[src/rtl/mas_alu_addsub_pipe.sv]
// mas_alu_addsub_pipe: pipelined add/sub with optional signed saturation, flags and valid/ready flow control
module mas_alu_addsub_pipe #(
    parameter int WIDTH  = 32,
    parameter int STAGES = 2,
    parameter int SAT_EN = 1
) (
    input  logic             clk,
    input  logic             rst_n,
    input  logic             in_valid,
    output logic             in_ready,
    input  logic [WIDTH-1:0] op1,
    input  logic [WIDTH-1:0] op2,
    input  logic             sub,
    input  logic             sat,
    output logic             out_valid,
    input  logic             out_ready,
    output logic [WIDTH-1:0] res,
    output logic             carry,
    output logic             ovf,
    output logic             zero,
    output logic             neg
);
    typedef struct packed {
        logic [WIDTH-1:0] res;
        logic             carry;
        logic             ovf;
        logic             zero;
        logic             neg;
    } beat_t;

    logic [WIDTH-1:0] b_eff;
    logic [WIDTH:0]   sum;
    logic [WIDTH-1:0] r;
    logic             ovf_w;
    beat_t            nxt;
    beat_t            data [STAGES];
    logic [STAGES-1:0] v;
    logic [STAGES-1:0] adv;

    assign b_eff = sub ? ~op2 : op2;
    assign sum   = {1'b0, op1} + {1'b0, b_eff} + {{WIDTH{1'b0}}, sub};
    assign ovf_w = (op1[WIDTH-1] == b_eff[WIDTH-1]) && (sum[WIDTH-1] != op1[WIDTH-1]);
    assign r     = ((SAT_EN != 0) && sat && ovf_w)
                 ? (op1[WIDTH-1] ? {1'b1, {(WIDTH-1){1'b0}}} : {1'b0, {(WIDTH-1){1'b1}}})
                 : sum[WIDTH-1:0];
    assign nxt   = '{res: r, carry: sub ? ~sum[WIDTH] : sum[WIDTH], ovf: ovf_w,
                     zero: r == '0, neg: r[WIDTH-1]};

    // A stage may load when it is empty or the stage after it is moving.
    always_comb begin
        logic a;
        a = out_ready || !v[STAGES-1];
        adv[STAGES-1] = a;
        for (int i = STAGES - 2; i >= 0; i--) begin
            a = a || !v[i];
            adv[i] = a;
        end
    end

    always_ff @(posedge clk) begin
        if (!rst_n) begin
            v <= '0;
            for (int i = 0; i < STAGES; i++) data[i] <= '0;
        end else begin
            if (adv[0]) begin
                v[0]    <= in_valid;
                data[0] <= nxt;
            end
            for (int i = 1; i < STAGES; i++) begin
                if (adv[i]) begin
                    v[i]    <= v[i-1];
                    data[i] <= data[i-1];
                end
            end
        end
    end

    assign in_ready  = adv[0];
    assign out_valid = v[STAGES-1];
    assign res       = data[STAGES-1].res;
    assign carry     = data[STAGES-1].carry;
    assign ovf       = data[STAGES-1].ovf;
    assign zero      = data[STAGES-1].zero;
    assign neg       = data[STAGES-1].neg;
endmodule

[config.mk]
export PLATFORM = sky130hd
export DESIGN_NAME = mas_alu_addsub_pipe
export DESIGN_NICKNAME = d
export VERILOG_FILES = /design/src/rtl/mas_alu_addsub_pipe.sv
export SDC_FILE = /design/constraint.sdc
export NUM_CORES = 1
export LEC_CHECK = 0
export CAP_MARGIN = 25
export CORE_MARGIN = 4
export CORE_UTILIZATION = 40
export CTS_CLUSTER_DIAMETER = 60
export DETAILED_ROUTE_END_ITERATION = 12
export PLACE_DENSITY_LB_ADDON = 0.2
export SLEW_MARGIN = 20
export SYNTH_ARGS = -nofsm -noshare
export SYNTH_HDL_FRONTEND = slang
export SYNTH_SLANG_ARGS = --single-unit
export TNS_END_PERCENT = 50
[constraint.sdc]
create_clock -name clk -period 14 [get_ports clk]
set_clock_uncertainty 0.2 [all_clocks]
set_input_delay 4.2 -clock clk [delete_from_list [all_inputs] [get_ports clk]]
set_output_delay 4.2 -clock clk [all_outputs]
set_load 0.03 [all_outputs]
Yosys cells after proc, flatten, opt, wreduce, memory -nomap -nowiden. Memories as Yosys holds them, arrays and structs flattened. Cells that the tools add are included. Widths: inputs -> output; s select.

Register bits: 2. RAM bits: 72. Bits of input ports: 70. Output and inout port bits: 38. Logic and storage cells: 31. Memories kept: 1.

$add $sub $neg: 2. Eq/ne operators: 2. Muxes and demuxes: 13. Bitwise gates (word level): 4. Reductions and logical operators: 7.

Memory list: data (words 2, bits a word 36, read ports 2, clocked after memory_dff 0, wr ports 2, line 36) `beat_t data [STAGES];`.

Operators by type and width (number): $mux 32 (3); $mux 36 (2); $add 32x32->33 (1); $add 33x1->33 (1); $logic_not 32->1 (1); $not 32->32 (1); $mux 1 (8); $logic_and 1x1->1 (2); $logic_not 1->1 (2); $logic_or 1x1->1 (2); $or 1x1->1 (2); $eq 1x1->1 (1); $ne 1x1->1 (1); $not 1->1 (1).

Longest topological paths before layout.
Depth in word-level cells: 10. Mapped depth: 17. Depth with buffers taken out: 12.

Least setup slack after synthesis. No wires, ideal clock.

Path type: input-to-output. Start: in out_ready. End: out in_ready. Arrival time: 4890 ps. Required time: 9600 ps. Setup slack: 4710 ps. Stages on the path: 3. Path buffers: 1. Cells stage by stage: nor2b_1 nand2_4 clkbuf_1.

Cells in the longest elaborated chain, start to end: 2.

Ends and longest elaborated chain: start, declared (line 16) `input logic out_ready,`; $logic_or 1x1->1 (line 52) `a = out_ready || !v[STAGES-1];`; $logic_or 1x1->1 (line 55) `a = a || !v[i];`; end, declared (line 10) `output logic in_ready,`.

Every way passes these cells.

Worst setup path in the final report. Ends and elaborated chain as after synthesis.

==> metrics.yaml <==
critical_path:
  crit_buf_inv: 2
  critPathMaxStageDelay_ns: 0.66
  cp-start-kind: "primary input"
  r2r_end: "data[0][1]$_SDFFCE_PN0P_"
  reg2reg_from: "v[1]$_SDFFE_PN0P_"
  end_kind: "output port"
  path_class: "in2out"
  worst_path_most_repeated_cell: "clkdlybuf4s50_1"
  arrival_ns: 5.88
  slowest_stage: "clkdlybuf4s50_1"
  rr_worst_depth: 10
  required_ns: 9.60
  crit_start: "out_ready"
  reg2reg_slack_ns: 9.16
  path_cells: "clkdlybuf4s50_1, nor2b_1, nand2_4, clkdlybuf4s50_1"
  critPathTopFamily: "buffers and inverters"
  worstPathMaxFanout: 37
pwr:
  power.density_nw_per_um2: 127.3
  switching_share_pct: 28.35
  power_mw: 0.8137
  p_seq_share_pct: 34.9
  irDropWorstVdd_v: 0.00004751
  power.share.clock_pct: 32.9
  p_int_mw: 0.5831
  p_switching_mw: 0.2307
  p_comb_share_pct: 32.2
  p_leak_nw: 2.692
clocking:
  numCtsBuffers: 9
  clkTransAtPathRegs_ns: 0.05
  cts_tree: "done"
  cts_setup_buffers: 0
  cts_resized: 0
  clock-sinks: 72
  cts_root_buffer: "clkbuf_16"
  ctsHoldBuffers: 0
  clk_latency_ns: 0.32
  cts_buffer_depth: 2
  htree_levels: 3
synth:
  netlist.area_leader.share_pct: 41.42
  netlist_area_um2: 5075
  synthCells: 503
  synth.area.top_cells: "edfxtp_1, ha_1, xor2_1, a21oi_1, buf_4"
  synth_flop_cell: "edfxtp_1"
  syn-num-nets: 606
  yosysSeqAreaShare_pct: 42.21
  synth_most_common_cell: "edfxtp_1"
  synth_top_area_cell: "edfxtp_1"
  synth-edff-count: 70
  ys_types: 61
  async_flop_share_pct: 0
  yosysWarnings: 0
  ys_top_cells_by_count: "edfxtp_1, a21oi_1, nand2_1"
  ys_ff_latch: 72
  synth.avg_cell_area_um2: 10.09
placed_design:
  gp_congestion: 0.8673
  numPortBuffers: 107
  placed_cell_area_um2: 6031
  dpl.cell_count: 725
  dp_hpwl_um: 8148
  dp_slack_ns: 3.717
sta:
  fin_crit_sh_pct: 73.41
  relSlewSlack_pct: 39.41
  worst_pin_slew_ns: 0.9061
  max_freq_mhz: 97.30
  slew_violations: 0
  setup_slack_ns: 3.723
  period_needed_ns: 10.28
  hold_ws_ns: 0.3504
  hold_violations: 0
  setup_tns_ns: 0
  rsz0062_at_grt: "false"
  finalSetupViolations: 0
floorplan:
  start_util_pct: 41.56
  die_w_um: 120.6
  dieArea_um2: 14550
  rows: 40
  pin_count: 108
  fp.coreArea_um2: 12210
  die_h_um: 120.6
run:
  max-cap-violations: 0
min_path:
  whs_endpoint: "data[0][66]$_SDFFCE_PN0P_"
  min-delay-start: "data[0][30]$_SDFFCE_PN0P_"
  min_path_type: "reg2reg"
  whs_path_depth: 1
cells_and_area:
  area_growth_pct: 25.91
  final_net_count: 671
  final_layout_size_suffix_gt1_share_pct: 6.283
  finalInstanceArea_um2: 6390
  layoutNonFillerInstCount: 741
  antenna_cells: 0
  final_util_pct: 52.33
grt:
  globalRouteOverflowTotal: 0
  grt_first_pass_wirelength_um: 17570
  grt_start_max_net_pins: 41
  grt_pass1_vias: 3692
  antenna_found_initial: 0
  grt_usage_pct: 14.49
drt:
  drt-total-wl_um: 10180
  vias: 3741
  drt_iter0_markers: 139
  wl_per_cell_um: 13.73
  drc: 0
  dr.pass1.iters: 4
  via_per_inst: 5.049
  ant_nets: 0
run_status:
  status: "completed"
sequential cells by signal, indices dropped and copies added (netlist names):
name,flops
data,70
v,2
layout make-up:
cell class,count,area (um2)
clock buffer,9,225.2
fill,1105,5822
inverter,8,30.03
sequential,72,2142
timing repair buffer,110,1089
clock inverter,7,133.9
multi-input combinational,367,2560
tap,168,210.2
routing by layer:
layer / GRT usage (%) / wire length (um) / share of wire, % / vias up
li1: - / - / - / 1965
met1: 20.49 / 4913 / 48 / 1661
met5: 0 / 0 / 0 / -
met2: 22.32 / 4556 / 45 / 103
met3: 2.666 / 530 / 5.2 / 12
met4: 5.028 / 174 / 1.7 / 0
worst max-delay path by stage:
stage	cells past startpoint	end	slack [ns]
finish	4	in_ready	3.72
global route	4	in_ready	3.60
CTS	4	in_ready	3.73
detailed placement	4	in_ready	3.72
global placement	4	in_ready	3.77
floorplan	3	in_ready	4.71
cell families (layout without fill, tap and decap cells):
logic type,count (synthesis),after routing,synth area share (%)
AOI/OAI and AO/OA,134,134,16.81
xor gates and xnor gates,60,60,10.65
adders and majority gates,33,33,8.284
buffers and inverters,64,134,7.347
DFF,72,72,42.21
muxes,2,2,0.4191
and+or+nand+nor,138,138,14.28
power by group through the flow:
stage / logic, mW / registers [mW] / clock network (mW)
global route: 0.290 / 0.287 / 0.283
floorplan: 0.194 / 0.287 / 0
global placement: 0.260 / 0.288 / 0
finish: 0.262 / 0.284 / 0.268
detailed placement: 0.261 / 0.289 / 0
CTS: 0.263 / 0.284 / 0.273
placed cells by master (no fill, tap or decap), types with 3 or more instances in the layout:
cell type,n
nand2_1,47
bufinv_16,4
xnor2_1,16
nor2_1,15
o211ai_1,5
o21bai_1,3
or4_1,5
xor2_1,42
nor2b_1,5
clkdlybuf4s50_1,106
o21ai_0,17
o21ai_1,5
edfxtp_1,70
a221oi_1,4
and3_1,38
clkbuf_16,9
nor3_1,6
a311oi_1,3
buf_4,3
o21a_1,7
nand4_1,4
a21oi_1,57
inv_1,8
nand3_1,4
o31ai_1,3
ha_1,32
a21o_1,11
(Power assumes the default switching activity.)
